`src/rtl/ex_stage_pkg.sv`:
```
// Shared definitions for the execute stage: op encodings, bus layouts and stall constants.
package ex_stage_pkg;

  localparam int  STALL_W      = 6;
  localparam logic STOP        = 1'b1;
  localparam logic NO_STOP     = 1'b0;

  localparam int  HILO_WD      = 66;
  localparam int  EX_TO_MEM_WD = 142;
  localparam int  EX_TO_RF_WD  = 104;

  typedef enum logic [3:0] {
    ALU_ADD, ALU_SUB, ALU_AND, ALU_OR, ALU_XOR, ALU_NOR,
    ALU_SLL, ALU_SRL, ALU_SRA, ALU_SLT, ALU_SLTU, ALU_LUI
  } alu_op_e;

  typedef enum logic [1:0] {
    DIV_OP_NONE, DIV_OP_DIV, DIV_OP_DIVU
  } div_op_e;

  typedef enum logic [2:0] {
    MEM_NONE, MEM_LW, MEM_LB, MEM_LBU, MEM_SW, MEM_SH, MEM_SB
  } mem_op_e;

  typedef enum logic [1:0] {
    ST_IDLE, ST_BUSY, ST_DONE
  } div_state_e;

  typedef struct packed {
    logic [31:0] pc;
    alu_op_e     alu_op;
    div_op_e     div_op;
    mem_op_e     mem_op;
    logic        rf_we;
    logic [4:0]  rf_waddr;
    logic [31:0] src1;
    logic [31:0] src2;
    logic [31:0] store_data;
  } id_to_ex_t;

  localparam int ID_TO_EX_WD = $bits(id_to_ex_t);

endpackage

```
`src/rtl/ex_stage_div_unit.sv`:
```
// Iterative restoring divider: 32 iterations on magnitudes, sign fix-up applied in DONE.
module div_unit
  import ex_stage_pkg::*;
(
  input  logic        clk,
  input  logic        rst_n,
  input  logic        start_i,
  input  logic        signed_i,
  input  logic [31:0] dividend_i,
  input  logic [31:0] divisor_i,
  output logic        busy_o,
  output logic        done_o,
  output logic [31:0] quotient_o,
  output logic [31:0] remainder_o
);

  div_state_e  state_q, state_d;
  logic [4:0]  cnt_q, cnt_d;
  logic [31:0] rem_q, rem_d, quo_q, quo_d, dvs_q, dvs_d;
  logic        neg_quo_q, neg_quo_d, neg_rem_q, neg_rem_d;
  logic [32:0] trial, diff;

  // Partial remainder never exceeds 2*divisor-1, so diff[32] is a clean borrow flag.
  assign trial = {rem_q, quo_q[31]};
  assign diff  = trial - {1'b0, dvs_q};

  always_comb begin
    state_d   = state_q;
    cnt_d     = cnt_q;
    rem_d     = rem_q;
    quo_d     = quo_q;
    dvs_d     = dvs_q;
    neg_quo_d = neg_quo_q;
    neg_rem_d = neg_rem_q;
    case (state_q)
      ST_IDLE: if (start_i) begin
        state_d   = ST_BUSY;
        cnt_d     = '0;
        rem_d     = '0;
        quo_d     = (signed_i && dividend_i[31]) ? -dividend_i : dividend_i;
        dvs_d     = (signed_i && divisor_i[31])  ? -divisor_i  : divisor_i;
        neg_quo_d = signed_i & (dividend_i[31] ^ divisor_i[31]);
        neg_rem_d = signed_i & dividend_i[31];
      end
      ST_BUSY: begin
        rem_d = diff[32] ? trial[31:0] : diff[31:0];
        quo_d = {quo_q[30:0], ~diff[32]};
        cnt_d = cnt_q + 5'd1;
        if (cnt_q == 5'd31) state_d = ST_DONE;
      end
      ST_DONE: state_d = ST_IDLE;
      default: state_d = ST_IDLE;
    endcase
  end

  always_ff @(posedge clk or negedge rst_n) begin
    if (!rst_n) begin
      state_q   <= ST_IDLE;
      cnt_q     <= '0;
      rem_q     <= '0;
      quo_q     <= '0;
      dvs_q     <= '0;
      neg_quo_q <= 1'b0;
      neg_rem_q <= 1'b0;
    end else begin
      state_q   <= state_d;
      cnt_q     <= cnt_d;
      rem_q     <= rem_d;
      quo_q     <= quo_d;
      dvs_q     <= dvs_d;
      neg_quo_q <= neg_quo_d;
      neg_rem_q <= neg_rem_d;
    end
  end

  assign busy_o      = (state_q == ST_BUSY);
  assign done_o      = (state_q == ST_DONE);
  assign quotient_o  = neg_quo_q ? -quo_q : quo_q;
  assign remainder_o = neg_rem_q ? -rem_q : rem_q;

endmodule

```
`src/rtl/ex_stage.sv`:
```
// Execute stage: pipeline register, ALU, store lane/byte steering and optional divider.
// Define DIV_EN to build in the divider; otherwise DIV/DIVU execute as bubbles.
module ex_stage
  import ex_stage_pkg::*;
(
  input  logic                    clk,
  input  logic                    rst,
  input  logic [STALL_W-1:0]      stall,
  input  logic [ID_TO_EX_WD-1:0]  id_to_ex_bus,
  output logic [EX_TO_MEM_WD-1:0] ex_to_mem_bus,
  output logic [EX_TO_RF_WD-1:0]  ex_to_rf_bus,
  output logic                    data_sram_en,
  output logic [3:0]              data_sram_wen,
  output logic [31:0]             data_sram_addr,
  output logic [31:0]             data_sram_wdata,
  output logic                    stallreq_for_ex
);

  id_to_ex_t          ex_q, ex_d, op;
  logic               div_req, sel_rf_res;
  logic [31:0]        alu_res;
  logic [HILO_WD-1:0] hilo;
  logic               unused_stall;

  assign unused_stall = ^{stall[5:4], stall[1:0]};

  // NOTE: every variable written in always_comb gets a default first, so no path infers a latch.
  always_comb begin
    ex_d = ex_q;
    if (stall[2] == STOP && stall[3] == NO_STOP) ex_d = id_to_ex_t'('0);
    else if (stall[2] == NO_STOP)                ex_d = id_to_ex_t'(id_to_ex_bus);
  end

  // NOTE: sequential state is updated with non-blocking assignments only.
  always_ff @(posedge clk or negedge rst) begin
    if (!rst) ex_q <= id_to_ex_t'('0);
    else      ex_q <= ex_d;
  end

  assign div_req = (ex_q.div_op == DIV_OP_DIV) || (ex_q.div_op == DIV_OP_DIVU);

`ifdef DIV_EN
  logic        div_busy, div_done;
  logic [31:0] div_quo, div_rem;

  assign op = ex_q;

  div_unit u_div (
    .clk         (clk),
    .rst_n       (rst),
    .start_i     (div_req),
    .signed_i    (ex_q.div_op == DIV_OP_DIV),
    .dividend_i  (ex_q.src1),
    .divisor_i   (ex_q.src2),
    .busy_o      (div_busy),
    .done_o      (div_done),
    .quotient_o  (div_quo),
    .remainder_o (div_rem)
  );

  // The held divide stalls from its first cycle in IDLE until the DONE cycle.
  assign stallreq_for_ex = div_busy | (div_req & ~div_done);
  assign hilo            = div_done ? {1'b1, 1'b1, div_rem, div_quo} : '0;
`else
  assign op              = div_req ? id_to_ex_t'('0) : ex_q;
  assign stallreq_for_ex = 1'b0;
  assign hilo            = '0;
`endif

  always_comb begin
    alu_res = '0;
    case (op.alu_op)
      ALU_ADD:  alu_res = op.src1 + op.src2;
      ALU_SUB:  alu_res = op.src1 - op.src2;
      ALU_AND:  alu_res = op.src1 & op.src2;
      ALU_OR:   alu_res = op.src1 | op.src2;
      ALU_XOR:  alu_res = op.src1 ^ op.src2;
      ALU_NOR:  alu_res = ~(op.src1 | op.src2);
      ALU_SLL:  alu_res = op.src2 << op.src1[4:0];
      ALU_SRL:  alu_res = op.src2 >> op.src1[4:0];
      ALU_SRA:  alu_res = $unsigned($signed(op.src2) >>> op.src1[4:0]);
      ALU_SLT:  alu_res = {31'b0, $signed(op.src1) < $signed(op.src2)};
      ALU_SLTU: alu_res = {31'b0, op.src1 < op.src2};
      ALU_LUI:  alu_res = {op.src2[15:0], 16'b0};
      default:  alu_res = '0;
    endcase
  end

  always_comb begin
    data_sram_wen   = 4'b0000;
    data_sram_wdata = op.store_data;
    case (op.mem_op)
      MEM_SW: data_sram_wen = 4'b1111;
      MEM_SH: begin
        data_sram_wen   = 4'b0011 << {alu_res[1], 1'b0};
        data_sram_wdata = {2{op.store_data[15:0]}};
      end
      MEM_SB: begin
        data_sram_wen   = 4'b0001 << alu_res[1:0];
        data_sram_wdata = {4{op.store_data[7:0]}};
      end
      default: data_sram_wen = 4'b0000;
    endcase
  end

  assign data_sram_en   = (op.mem_op != MEM_NONE);
  assign data_sram_addr = alu_res;
  assign sel_rf_res     = (op.mem_op == MEM_LW) || (op.mem_op == MEM_LB) || (op.mem_op == MEM_LBU);

  assign ex_to_mem_bus = {hilo, op.pc, data_sram_en, data_sram_wen, sel_rf_res,
                          op.rf_we, op.rf_waddr, alu_res};
  assign ex_to_rf_bus  = {hilo, op.rf_we, op.rf_waddr, alu_res};

endmodule

```
`config.mk`:
```
export PLATFORM = sky130hd
export DESIGN_NAME = ex_stage
export DESIGN_NICKNAME = d
export VERILOG_FILES = /design/src/rtl/ex_stage_pkg.sv /design/src/rtl/ex_stage_div_unit.sv /design/src/rtl/ex_stage.sv
export SDC_FILE = /design/constraint.sdc
export NUM_CORES = 1
export LEC_CHECK = 0
export CORE_MARGIN = 8
export CORE_UTILIZATION = 51
export CTS_CLUSTER_SIZE = 40
export DETAILED_ROUTE_END_ITERATION = 6
export GPL_TIMING_DRIVEN = 0
export PLACE_DENSITY = 0.89
export SYNTH_ARGS = -nofsm -noshare
export SYNTH_HDL_FRONTEND = slang
export SYNTH_SLANG_ARGS = --single-unit
export TNS_END_PERCENT = 50
```
`constraint.sdc`:
```
create_clock -name clk -period 6.5 [get_ports clk]
set_input_delay 0.975 -clock clk [delete_from_list [all_inputs] [get_ports clk]]
set_output_delay 0.975 -clock clk [all_outputs]
set_load 0.03 [all_outputs]
```
==> results.md <==
- Detailed Place HPWL: 72000 um
- Final setup margin: -0.0161 ns
- Synth cell types: 89
- Post-Synthesis Mean Instance Area: between 7 and 8 sq um
- # placed instances: approximately 3400
- Endpoint type of the worst setup path: primary output
- Maximum clock frequency: ~0.15 GHz
- Number of H-tree levels: 4
- Setup repair after global routing missed its margin: true
- Detail Route Antenna Nets: 0
- Number of non-filler instances in the completed layout: 3433
- N_diodes: 0
- Number of input and output port buffers inserted: between 300 and 400
- Biggest register: ex_q
- Core Region: about 34000 sq um
- Area contributors post-synth: dfrtp_1 (20%), buf_4 (9.3%), o21ai_0 (7.6%)
- Antenna violations before repair: 1
- Nature of the critical path startpoint: register
- CTS clock-pin slew for the worst setup and hold paths: 0.08 ns
- Worst R2R Start: ex_q[66]
- Max Transition Viols Final: 0
- Cts hold-fix bufs: 0
- Critical path required time: 5.52 ns
- YS warnings: 0
- Via count: around 22000
- Drt pass-1 iters: 7
- Total overflow reported by the global router: 0
- First-pass GRT wire length: 134000 um
- Power density normalized to cell area: roughly 220 nW/um^2
- Largest fanout on the critical path: 10
- Number of remaining DRC errors: 48
- Placer Congestion: 1.24
- Layout overhead on the synthesized area: 30.6%
- Fraction of layout instances using a drive strength above 1: between 10% and 20%
- Clock network latency to the later pin of the worst-skew pair: about 0.43 ns
- Die Footprint: between 40000 and 50000 sq um
- Wire length per cell: between 20 and 30 um
- Number of flops mapped to enable cells by yosys: 0
- Outcome: finished with violations
- Synth Register Bits: 143
- Max-Slew Margin vs Limit: about 1.6%
- Data arrival time of the worst path: 5.54 ns
- CTS Buf Count: 17
- Clock Sink Count: 143
- Dominant synthesized flop cell: dfrtp_1
- Share of the core filled with cells: a little under 70%
- Setup skew after layout: 0 ns
- DRT Wirelength: between 90000 and 100000 um
- Worst Reg-to-Reg Cells: 5
- CTS tree: built
- Tightest Pin Transition: approximately 1.5 ns
- Max-cap check violation count: 1
- Critical Path End: ex_to_mem_bus[24]
- Die width: 203 um
- Setup Crit Path Kind: register to primary output
- Initial core utilization: between 50% and 60%
- Final setup viols: 3
- Leakage: ~11 nW
- Std cell rows: 68
- Nets: around 3200
- Dpl cell area: between 20000 and 25000 sq um
- Fraction of synthesized cell area taken by the top area cell type: 20.1%
- Root Buffer Master: clkbuf_16
- Sequential cell area fraction in the yosys report: between 20% and 30%
- Hold Worst Slack: 0.467 ns
- Violated checks: DRC, capacitance limit, setup timing
- Crit path time final: 6.52 ns
- Registers with the most flip-flops: ex_q x143
- First-iteration detailed-routing DRC count: around 3700
- Via count of the first global-routing pass: 21600
- Number of flip-flops in the largest register: 143
- Final cycle utilization of the critical path: 100%
- Path class of the lowest-slack min-delay path: input port to asynchronous set/reset pin
- Capture point of the worst reg-to-reg path: ex_q[66]
- Launch point of the worst path: ex_q[106]
- Die outline height: slightly above 200 um
- Post-synthesis cell area: about 18000 sq um
- Total power draw: 5.22 mW
- Largest net degree at the start of global routing: 100
- Count of mapped cells out of synthesis: between 2000 and 2500
- Boundary Pins: between 400 and 500
- Post-detailed-route via-to-cell ratio: about 6.5
- Buffer depth of the longest clock path: 2
- Hold Violations, Final: 0
- Share of synthesized registers carrying an async set or reset: 100%
- Area of all placed cells without fillers: 23200 sq um
- Gr usage total: between 40% and 50%
- Reg2Reg Setup Slack: about 4 ns
- Dominant cell type by area after synthesis: dfrtp_1
- Worst vdd rail ir drop: just over 0.2 mV
cells in the mapped netlist (8+ instances only):
master and instances:
nor3_1 50, ha_1 97, nor2b_1 12, o211ai_1 32
mux2i_1 40, a21oi_1 135, o21ai_0 271, o221ai_1 8
buf_1 23, a31oi_1 26, o31ai_1 14, a222oi_1 11
a22oi_1 10, a221o_1 10, o22ai_1 23, and2_1 91
nor2_1 140, o21ai_1 12, mux4_2 23, nand4_1 13
or3_1 11, a21o_1 17, buf_2 25, a221oi_1 23
nand2b_1 19, mux2_2 22, clkbuf_1 123, o21a_1 10
dfrtp_1 143, and3_1 9, buf_4 220, o32ai_1 8
nor4_1 15, a211oi_1 34, nand3_1 195, a22o_1 9
nand2_1 192, o2111ai_1 12, inv_1 251
metal layers:
| layer | up-vias | global-route usage [%] | routed length, um |
|---|---|---|---|
| met5 | - | 0 | 0 |
| met4 | 0 | 26.8 | 7030 |
| met3 | 528 | 17.5 | 14700 |
| met2 | 2080 | 64.0 | 39000 |
| met1 | 10400 | 49.2 | 31900 |
| li1 | 9374 | - | - |
worst min-delay path by stage:
stage / slack, ns / end / start
2_1_floorplan: 0.46 / ex_q[100] / ex_q[100]
3_3_place_gp: 0.47 / ex_q[124] / ex_q[124]
3_5_place_dp: 0.49 / ex_q[96] / ex_q[96]
4_1_cts: 0.48 / ex_q[78] / rst
5_1_grt: 0.49 / ex_q[113] / rst
6_report: 0.47 / ex_q[92] / rst
metrics by stage:
stage / TNS, ns / worst slack [ns]
after floorplan: 0 / 0.422
after global placement: -245.67 / -1.98
after detailed placement: -111.08 / -2.02
after CTS: -0.0309 / -0.0309
after global routing: -0.138 / -0.0771
final: -0.0394 / -0.0161
layout by cell type, fill, tap and decap left out, types with 12 or more instances in the layout:
| master | netlist | layout |
|---|---|---|
| o21ai_0 | 271 | 267 |
| clkdlybuf4s50_1 | 0 | 264 |
| buf_4 | 220 | 252 |
| inv_1 | 251 | 250 |
| nand3_1 | 195 | 193 |
| nand2_1 | 192 | 189 |
| dfrtp_1 | 143 | 141 |
| nor2_1 | 140 | 139 |
| conb_1 | 1 | 133 |
| a21oi_1 | 135 | 130 |
| clkbuf_1 | 123 | 98 |
| and2_1 | 91 | 87 |
| ha_1 | 97 | 87 |
| nor3_1 | 50 | 47 |
| mux2i_1 | 40 | 40 |
| o211ai_1 | 32 | 32 |
| a211oi_1 | 34 | 31 |
| dlygate4sd2_1 | 0 | 25 |
| a31oi_1 | 26 | 24 |
| mux4_2 | 23 | 23 |
| o22ai_1 | 23 | 23 |
| a221oi_1 | 23 | 22 |
| mux2_2 | 22 | 22 |
| buf_1 | 23 | 21 |
| nand2b_1 | 19 | 18 |
| clkbuf_16 | 0 | 18 |
| clkbuf_2 | 0 | 17 |
| a21o_1 | 17 | 17 |
| buf_2 | 25 | 15 |
| nand4_1 | 13 | 13 |
| nor2b_1 | 12 | 12 |
| nor4_1 | 15 | 12 |
| o2111ai_1 | 12 | 12 |
worst max-delay path, stage by stage (launching register included):
cell and delay [ns]:
dfrtp_2 0.49, xor2_4 0.26, buf_6 0.20, buf_4 0.20, buf_4 0.20, nor2_4 0.25, inv_1 0.13, ha_1 0.24
fa_1 0.49, nand2b_1 0.18, a221oi_2 0.34, o221a_2 0.30, a2111o_1 0.22, buf_4 0.16, and3_1 0.27, o21ai_0 0.12
o211a_1 0.20, o211ai_1 0.29, buf_4 0.17, dlygate4sd2_1 0.39
layout make-up:
type,count,area (sq um)
buffer,374,2340
fill,2839,11200
timing repair buffer,346,3380
sequential,143,3580
clock inverter,12,138
clock buffer,18,429
multi-input combinational,1830,11800
inverter,255,961
tap,455,569
logic make-up (layout without fill, tap and decap cells):
| kind of cell | after synthesis | in the layout | synth area share (%) |
|---|---|---|---|
| XOR/XNOR | 5 | 5 | 0.331 |
| flip-flops | 143 | 143 | 20.1 |
| AND/OR/NAND/NOR | 771 | 771 | 21.0 |
| multiplexers | 85 | 85 | 6.56 |
| buffers and inverters | 647 | 1005 | 18.5 |
| AO/OA/AOI/OAI | 737 | 737 | 26.4 |
| other | 1 | 133 | 0.0211 |
| adder cells (fa/ha/maj) | 99 | 99 | 7.05 |
power breakdown:
part / switching [mW] / total (mW) / internal, mW
clock network: 0.420 / 0.985 / 0.565
logic: 2.01 / 3.18 / 1.16
registers: 0.103 / 1.06 / 0.954
timing repair:
| item | 4_1_cts | 5_1_grt |
|---|---|---|
| endpoints found under the setup margin | 95 | 69 |
| gates resized for setup | 155 | 79 |
| pin swaps | 11 | 14 |
| buffers inserted | 10 | 7 |
| cloned | 0 | 1 |
(Power assumes the default switching activity.)
